--- config.mk ---
export PLATFORM = sky130hd
export DESIGN_NAME = note2dds_sched_flat
export DESIGN_NICKNAME = d
export VERILOG_FILES = /design/src/rtl/note2dds_sched_if.sv /design/src/rtl/note2dds_sched.sv /design/src/flat_wrapper.sv
export SDC_FILE = /design/constraint.sdc
export NUM_CORES = 1
export LEC_CHECK = 0
export CAP_MARGIN = 20
export CORE_ASPECT_RATIO = 1.75
export CORE_MARGIN = 2
export CORE_UTILIZATION = 50
export CTS_CLUSTER_SIZE = 28
export DETAILED_ROUTE_END_ITERATION = 8
export DONT_BUFFER_PORTS = 1
export GPL_TIMING_DRIVEN = 0
export PLACE_DENSITY_LB_ADDON = 0.3
export SETUP_SLACK_MARGIN = 0.4
export SYNTH_ARGS = -nofsm -noshare
export SYNTH_HDL_FRONTEND = slang
export SYNTH_SLANG_ARGS = --single-unit
--- constraint.sdc ---
create_clock -name clk -period 4.8 [get_ports clk]
set_input_delay 1.2 -clock clk [delete_from_list [all_inputs] [get_ports clk]]
set_output_delay 1.2 -clock clk [all_outputs]
set_load 0.03 [all_outputs]
--- src/rtl/note2dds_sched_if.sv ---
// Voice-write, shared-converter and DDS-bank signals of the note-to-DDS scheduler.
// master = voice allocator / converter side, slave = scheduler.
interface note2dds_sched_if #(
    parameter int unsigned VOICES = 8
);
    logic                   voice_we;
    logic [3:0]             voice_idx;
    logic [6:0]             voice_note;
    logic                   voice_gate;
    logic [6:0]             conv_note;
    logic [31:0]            conv_adder;
    logic [32*VOICES-1:0]   adder_bus;
    logic                   upd_strobe;
    logic [3:0]             upd_voice;
    logic                   busy;

    modport master (
        output voice_we, voice_idx, voice_note, voice_gate, conv_adder,
        input  conv_note, adder_bus, upd_strobe, upd_voice, busy
    );

    modport slave (
        input  voice_we, voice_idx, voice_note, voice_gate, conv_adder,
        output conv_note, adder_bus, upd_strobe, upd_voice, busy
    );
endinterface

--- src/rtl/note2dds_sched.sv ---
// Time-multiplexes one note-to-phase-increment converter across VOICES voices,
// round-robin over voices whose note/gate was written since their last conversion.
module note2dds_sched #(
    parameter int unsigned VOICES   = 8,
    parameter int unsigned CONV_LAT = 1
) (
    input  logic              clk,
    input  logic              reset,
    note2dds_sched_if.slave   bus
);
    localparam int unsigned IW = 4;
    localparam int unsigned XW = IW + 1;
    localparam int unsigned NW = 7;
    localparam int unsigned AW = 32;
    localparam int unsigned CW = 3;

    typedef enum logic [1:0] {IDLE, ISSUE, WAIT, CAPTURE} state_t;

    state_t             state, state_nxt;
    logic [NW-1:0]      note  [VOICES];
    logic [AW-1:0]      adder [VOICES];
    logic [VOICES-1:0]  gate, dirty, dirty_nxt;
    logic [IW-1:0]      rr_ptr, cur_idx, upd_voice;
    logic [NW-1:0]      cur_note;
    logic [CW-1:0]      wait_cnt;
    logic               upd_strobe;

    logic               wr_ok;
    logic               hi_found, lo_found, sel_found;
    logic [IW-1:0]      hi_idx, lo_idx, sel_idx;
    logic [NW-1:0]      sel_note;

    assign wr_ok = bus.voice_we && ({1'b0, bus.voice_idx} < XW'(VOICES));

    // Round-robin pick: lowest dirty voice above rr_ptr, else lowest dirty voice (wrap).
    always_comb begin
        hi_found = 1'b0;
        lo_found = 1'b0;
        hi_idx   = '0;
        lo_idx   = '0;
        sel_note = '0;
        for (int unsigned v = 0; v < VOICES; v++) begin
            if (dirty[v] && !lo_found) begin
                lo_found = 1'b1;
                lo_idx   = IW'(v);
            end
            if (dirty[v] && !hi_found && (IW'(v) > rr_ptr)) begin
                hi_found = 1'b1;
                hi_idx   = IW'(v);
            end
        end
        sel_found = hi_found || lo_found;
        sel_idx   = hi_found ? hi_idx : lo_idx;
        for (int unsigned v = 0; v < VOICES; v++) begin
            if (sel_idx == IW'(v)) sel_note = note[v];
        end
    end

    // A write in the same cycle as selection/clear of that voice keeps it dirty.
    always_comb begin
        dirty_nxt = dirty;
        for (int unsigned v = 0; v < VOICES; v++) begin
            if ((state == IDLE) && sel_found && (sel_idx == IW'(v))) dirty_nxt[v] = 1'b0;
            if (wr_ok && (bus.voice_idx == IW'(v)))                  dirty_nxt[v] = 1'b1;
        end
    end

    always_ff @(posedge clk) begin
        if (reset) state <= IDLE;
        else       state <= state_nxt;
    end

    always_comb begin
        state_nxt = state;
        unique case (state)
            IDLE:    if (sel_found) state_nxt = ISSUE;
            ISSUE:   state_nxt = (CONV_LAT == 1) ? CAPTURE : WAIT;
            WAIT:    if (wait_cnt == CW'(1)) state_nxt = CAPTURE;
            CAPTURE: state_nxt = IDLE;
            default: state_nxt = IDLE;
        endcase
    end

    always_ff @(posedge clk) begin
        if (reset) begin
            for (int unsigned v = 0; v < VOICES; v++) begin
                note[v]  <= '0;
                adder[v] <= '0;
            end
            gate       <= '0;
            dirty      <= '0;
            rr_ptr     <= IW'(VOICES - 1);
            cur_idx    <= '0;
            cur_note   <= '0;
            wait_cnt   <= '0;
            upd_strobe <= 1'b0;
            upd_voice  <= '0;
        end else begin
            dirty      <= dirty_nxt;
            upd_strobe <= (state == CAPTURE);
            for (int unsigned v = 0; v < VOICES; v++) begin
                if (wr_ok && (bus.voice_idx == IW'(v))) begin
                    note[v] <= bus.voice_note;
                    gate[v] <= bus.voice_gate;
                end
                if ((state == CAPTURE) && (cur_idx == IW'(v))) adder[v] <= bus.conv_adder;
            end
            if (state == CAPTURE) upd_voice <= cur_idx;
            if ((state == IDLE) && sel_found) begin
                cur_idx  <= sel_idx;
                cur_note <= sel_note;
                rr_ptr   <= sel_idx;
            end
            if (state == ISSUE)     wait_cnt <= CW'(CONV_LAT - 1);
            else if (state == WAIT) wait_cnt <= wait_cnt - CW'(1);
        end
    end

    // Gate masks the increment so gate-off silences at once while adder[v] is kept.
    for (genvar g = 0; g < VOICES; g++) begin : g_mask
        assign bus.adder_bus[AW*g +: AW] = gate[g] ? adder[g] : '0;
    end

    assign bus.conv_note  = cur_note;
    assign bus.upd_strobe = upd_strobe;
    assign bus.upd_voice  = upd_voice;
    assign bus.busy       = (state != IDLE) || (|dirty);
endmodule

--- src/flat_wrapper.sv ---
// flat-port wrapper written by rule: the top's interface ports become plain ports
module note2dds_sched_flat 
#(
    parameter int unsigned VOICES   = 8,
    parameter int unsigned CONV_LAT = 1
)
  (clk, reset, bus_voice_we, bus_voice_idx, bus_voice_note, bus_voice_gate, bus_conv_adder, bus_conv_note, bus_adder_bus, bus_upd_strobe, bus_upd_voice, bus_busy);
  note2dds_sched_if #(.VOICES(VOICES)) bus_i ();
  input  logic clk;
  input  logic reset;
  input wire logic [$bits(bus_i.voice_we)-1:0] bus_voice_we;
  input wire logic [$bits(bus_i.voice_idx)-1:0] bus_voice_idx;
  input wire logic [$bits(bus_i.voice_note)-1:0] bus_voice_note;
  input wire logic [$bits(bus_i.voice_gate)-1:0] bus_voice_gate;
  input wire logic [$bits(bus_i.conv_adder)-1:0] bus_conv_adder;
  output wire logic [$bits(bus_i.conv_note)-1:0] bus_conv_note;
  output wire logic [$bits(bus_i.adder_bus)-1:0] bus_adder_bus;
  output wire logic [$bits(bus_i.upd_strobe)-1:0] bus_upd_strobe;
  output wire logic [$bits(bus_i.upd_voice)-1:0] bus_upd_voice;
  output wire logic [$bits(bus_i.busy)-1:0] bus_busy;
  assign bus_i.voice_we = bus_voice_we;
  assign bus_i.voice_idx = bus_voice_idx;
  assign bus_i.voice_note = bus_voice_note;
  assign bus_i.voice_gate = bus_voice_gate;
  assign bus_i.conv_adder = bus_conv_adder;
  assign bus_conv_note = bus_i.conv_note;
  assign bus_adder_bus = bus_i.adder_bus;
  assign bus_upd_strobe = bus_i.upd_strobe;
  assign bus_upd_voice = bus_i.upd_voice;
  assign bus_busy = bus_i.busy;
  note2dds_sched #(.VOICES(VOICES), .CONV_LAT(CONV_LAT)) u_core (.clk(clk), .reset(reset), .bus(bus_i));
endmodule
Word level (Yosys, flattened, before mapping)
Memory sizes are Yosys's and may differ from the RTL's.
Cells that the tools add are included.

cells by class
  muxes and demuxes = 132
  bitwise gates (word level) = 16
  magnitude comparators = 9
  $add $sub $neg = 1
  reduce and logical (&&, ||, !) cells = 80
  equality and inequality tests = 27

operator list
  kind                                                                            count
  32-bit two-way mux                                                              16
  7-bit two-way mux                                                               16
  1-bit two-way mux                                                               84
  4-bit by 3-bit == test with 1-bit output, second input constant                 12
  1-bit logical AND                                                               48
  3-bit two-way mux                                                               9
  4-bit by 2-bit == test with 1-bit output, second input constant                 6
  2-bit nonzero test                                                              9
  3-bit by 4-bit greater-than comparator with 1-bit output, first input constant  4
  1-bit OR                                                                        16
  1-bit zero test                                                                 14
  4-bit by 1-bit == test with 1-bit output, second input constant                 3
  4-bit zero test                                                                 3
  2-bit two-way mux                                                               6
  1-bit by 4-bit greater-than comparator with 1-bit output, first input constant  2
  2-bit by 4-bit greater-than comparator with 1-bit output, first input constant  2
  2-bit one-hot mux with 4 select lines                                           1
  8-bit OR reduction                                                              1
  2-bit == test, second input constant                                            2
  4-bit < comparator, second input constant                                       1
  2-bit by 1-bit inequality test with 1-bit output, second input constant         2
  3-bit by 1-bit == test with 1-bit output, second input constant                 1
  3-bit by 1-bit subtractor with 3-bit output, second input constant              1
  2-bit by 1-bit == test with 1-bit output, second input constant                 1
  4 further kinds                                                                 5

word-level totals
  register bits = 41
  input bits = 47
  word-level logic and storage cells = 290
  memory bits (writable) = 312
  memories = 2

memories
  memory        depth  width  rd ports  clocked after memory_dff  write ports  line                  source
  u_core.adder  8      32     8         0                         8            note2dds_sched.sv:21  logic [AW-1:0] adder [VOICES];
  u_core.note   8      7      8         0                         8            note2dds_sched.sv:20  logic [NW-1:0] note [VOICES];

Longest topological paths before layout
  word-level depth = 41
  mapped depth = 11
  mapped depth without buffers = 8

Worst setup path before layout
OpenSTA, ideal clock, no wires.

  kind = in2reg
  start = input port reset
  end = memory u_core.adder[7][4] (netlist: u_core.adder[1][100]) (enable)
  data arrival time = 2.483 ns
  cell stages on the path = 3
  setup slack = 1.926 ns
  cell sequence = clkbuf_1 clkbuf_1 a41o_1

RTL lines
  element          line                  source
  start, declared  flat_wrapper.sv:10    input logic reset;
  end, declared    note2dds_sched.sv:21

Worst setup path in the final report
  start = register u_core.gate[2]
  end = output port bus_adder_bus[70]

between the ends
  cells in the longest elaborated chain, start to end = 1

ends and longest elaborated chain
  element                          line                   source
  start, declared                  note2dds_sched.sv:22   logic [VOICES-1:0] gate, dirty, dirty_nxt;
  start signal, assigned by index  note2dds_sched.sv:104  gate[v] <= bus.voice_gate;
  32-bit two-way mux               note2dds_sched.sv:121  assign bus.adder_bus[AW*g +: AW] = gate[g] ? adder[g] : '0;
  end, declared                    flat_wrapper.sv:17     output wire logic [$bits(bus_i.adder_bus)-1:0] bus_adder_bus;

No other way between the ends.

==> flow_summary.toml <==
[critical_path]
r2r-start = "u_core.state[0]"
critPathLaunchType = "flop"
crit_required_ns = 3.60
reg2reg_slack_ns = 1.75
endpoint_kind = "primary output"
worstSetupPathType = "flop to primary output"
rr_endpoint = "u_core.adder[0][85]"
ff2ff_path_depth = 5
worstPathArrival_ns = 2.01
cp_max_fo = 10

[synth]
synth.net_count = 1311
syn-instance-count = 1257
yosysTopAreaCell = "edfxtp_1"
yosys.cell_count.top_type = "edfxtp_1"
synth-simple-area-share_pct = 22.85
synth_cell_types = 62
synth_compound_area_share_pct = 4.685
seq_area_frac_synth_pct = 67.37
yosysTopAreaCellShare_pct = 62.31
syn_area_per_cell_sq_um = 11.96
synth_xor_area_share_pct = 0.1165
synth_area_sq_um = 15040
synthAdderAreaFrac_pct = 0.5825
synth_top_family_by_area = "simple AND/OR/NAND/NOR gates"
synth_common_cells = "edfxtp_1 (312), nor2_1 (275), and2_1 (256)"
yosys_most_used_dff = "edfxtp_1"
synth_area_leaders = "edfxtp_1 (62%), and2_1 (11%), nor2_1 (6.9%), dfxtp_1 (5.1%), nand2b_1 (2.3%)"
synthMuxAreaShare_pct = 1.265
async_flop_share_pct = 0
synth_edf_count = 312
ys_warn_count = 0
synth_seq_cells = 350

[floorplanning]
die-area_sq_um = 31530
core_area_sq_um = 29850
fp.dieW_um = 135.1
top_level_ports = 316
initial_core_util_pct = 50.38
rows = 84
die_h_um = 233.4

[clock_network]
cts_setup_buffers = 0
cts_resized = 0
insertion_delay_ns = 0.56
cts_max_path_buffers = 3
cts.sinks = 350
clk_pin_slew_worst_paths_ns = 0.07
cts_tree = "done"
cts_made_buffers = 31
cts_max_level = 1
ctsHoldBuffers = 0
root_buffer = "clkbuf_16"

[routing]
drt_pass1_iterations = 5
route.detailed.drc = 0
drt-total-wl_mm = 42.78
ant_nets = 0
wl_per_cell_um = 25.12
drt_iter0_markers = 753
vias = 9569
viasPerCell = 5.619

[worst_hold_path]
hp-start = "u_core.wait_cnt[1]"
min_delay_path_depth = 2
hold_path_class = "flop to flop"
holdPathEnd = "u_core.wait_cnt[1]"

[sta]
max_freq_mhz = 311.5
hold_violations = 0
rsz0062_at_grt = "false"
fin_crit_ns = 3.211
finalSetupViolCount = 0
worst_pin_slew_ns = 0.9940
finalMaxSlewViolations = 0
fin_setup_tns_ns = 0
finClkSkew_ns = 0.01203
fin_crit_sh_pct = 66.89
slew_headroom_pct = 33.22

[global_routing]
grt_overflow = 0
grt_pass1_wl_mm = 60.17
grt_max_degree = 33
grt_usage_pct = 26.50
grt_pass1_vias = 9337
antenna_found_initial = 0

[run_status]
outcome = "complete, no violations"

[finish]
fin_nets = 1345
final_layout_size_suffix_gt1_share_pct = 6.008
num-fill-cells = 2537
syn_to_final_growth_pct = 10.23

[placement]
io_buffers = 0
gp_congestion = 0.9169
dp_hpwl_mm = 31.14

[job]
maxCapViolations = 0

[power]
power_density_nw_per_um2 = 403.0
vdd_drop_max_mv = 0.3417
leakagePower_nw = 6.191
total_power_mw = 6.680
-- stage by stage --
step,cell area [sq um],setup slack [ns],hold slack (ns),utilization (%),cells
finish,16580,1.589,0.5004,55.53,1703
global route,16570,1.545,0.5447,55.52,1702
CTS,16570,1.567,0.4986,55.52,1702
detailed placement,15570,1.549,0.4902,52.15,1645
global placement,15520,0.9466,0.4781,52.00,1644
floorplan,15040,1.926,0.4565,-,1257
-- flip-flops by register name, summed over array words and instances, names as in the netlist --
name / cells
u_core.adder: 256
u_core.bus.conv_note: 7
u_core.bus.upd_strobe: 1
u_core.bus.upd_voice: 3
u_core.cur_idx: 3
u_core.dirty: 8
u_core.gate: 8
u_core.note: 56
u_core.rr_ptr: 3
u_core.state: 2
u_core.wait_cnt: 3
-- area by class of cell --
| type | instances | area (sq um) | area share (%) |
|---|---|---|---|
| Sequential cell | 350 | 10130 | 61.11 |
| Multi-Input combinational cell | 790 | 4457 | 26.89 |
| Clock buffer | 44 | 864.6 | 5.216 |
| Tap cell | 387 | 484.2 | 2.921 |
| Buffer | 69 | 287.8 | 1.736 |
| Inverter | 48 | 180.2 | 1.087 |
| Clock inverter | 13 | 142.6 | 0.8605 |
| Timing Repair Buffer | 1 | 27.53 | 0.1661 |
| Antenna cell | 1 | 2.502 | 0.01510 |
-- how the worst max path moves through the flow --
| stage | from | end | slack, ns | cells after the start |
|---|---|---|---|---|
| 6_report | u_core.gate[2] | bus_adder_bus[70] | 1.59 | 2 |
| 5_1_grt | u_core.gate[2] | bus_adder_bus[74] | 1.54 | 2 |
| 4_1_cts | u_core.gate[2] | bus_adder_bus[70] | 1.57 | 2 |
| 3_5_place_dp | reset | u_core.adder[1][111] | 1.55 | 3 |
| 3_3_place_gp | reset | u_core.adder[1][109] | 0.95 | 3 |
| 2_1_floorplan | reset | u_core.adder[1][100] | 1.93 | 3 |
-- critical path: stages, from the launching register on --
cell and delay (ns):
dfxtp_1 0.64, clkbuf_1 0.38, and2_1 0.43
-- placed cells by master, fill, tap and decap left out, drive strengths merged, types with 10 or more instances in the layout --
cell	synthesis	layout
dfxtp	38	38
nor2	275	275
a21oi	15	15
buf	9	10
nand2	29	29
edfxtp	312	312
mux2i	19	19
nand2b	55	55
inv	48	54
o21ai	18	18
nand3	14	14
clkbuf	60	104
and2	256	256
-- cells by family (layout without fill, tap and decap cells) --
kind of cell / after synthesis / in the layout
AND/OR/NAND/NOR: 669 / 669
flip-flops: 350 / 350
buffers and inverters: 117 / 175
AO/OA/AOI/OAI: 92 / 92
multiplexers: 19 / 19
adder cells (fa/ha/maj): 7 / 7
XOR/XNOR: 2 / 2
other: 1 / 2
-- where the power goes --
part / switching, mW / internal, mW / total (mW)
sequential: 0.0990 / 3.52 / 3.62
combinational: 0.410 / 0.142 / 0.551
clock: 1.10 / 1.41 / 2.51
-- metal layers --
layer  share of wire (%)  track usage [%]  up-vias
met5                   0                0        -
met4                 4.3            12.01        0
met3                 7.6            5.729      100
met2                  55            49.83      420
met1                  33            27.87     4725
li1                    -                -     4324
Note: power is estimated with default switching activity, not from simulation.
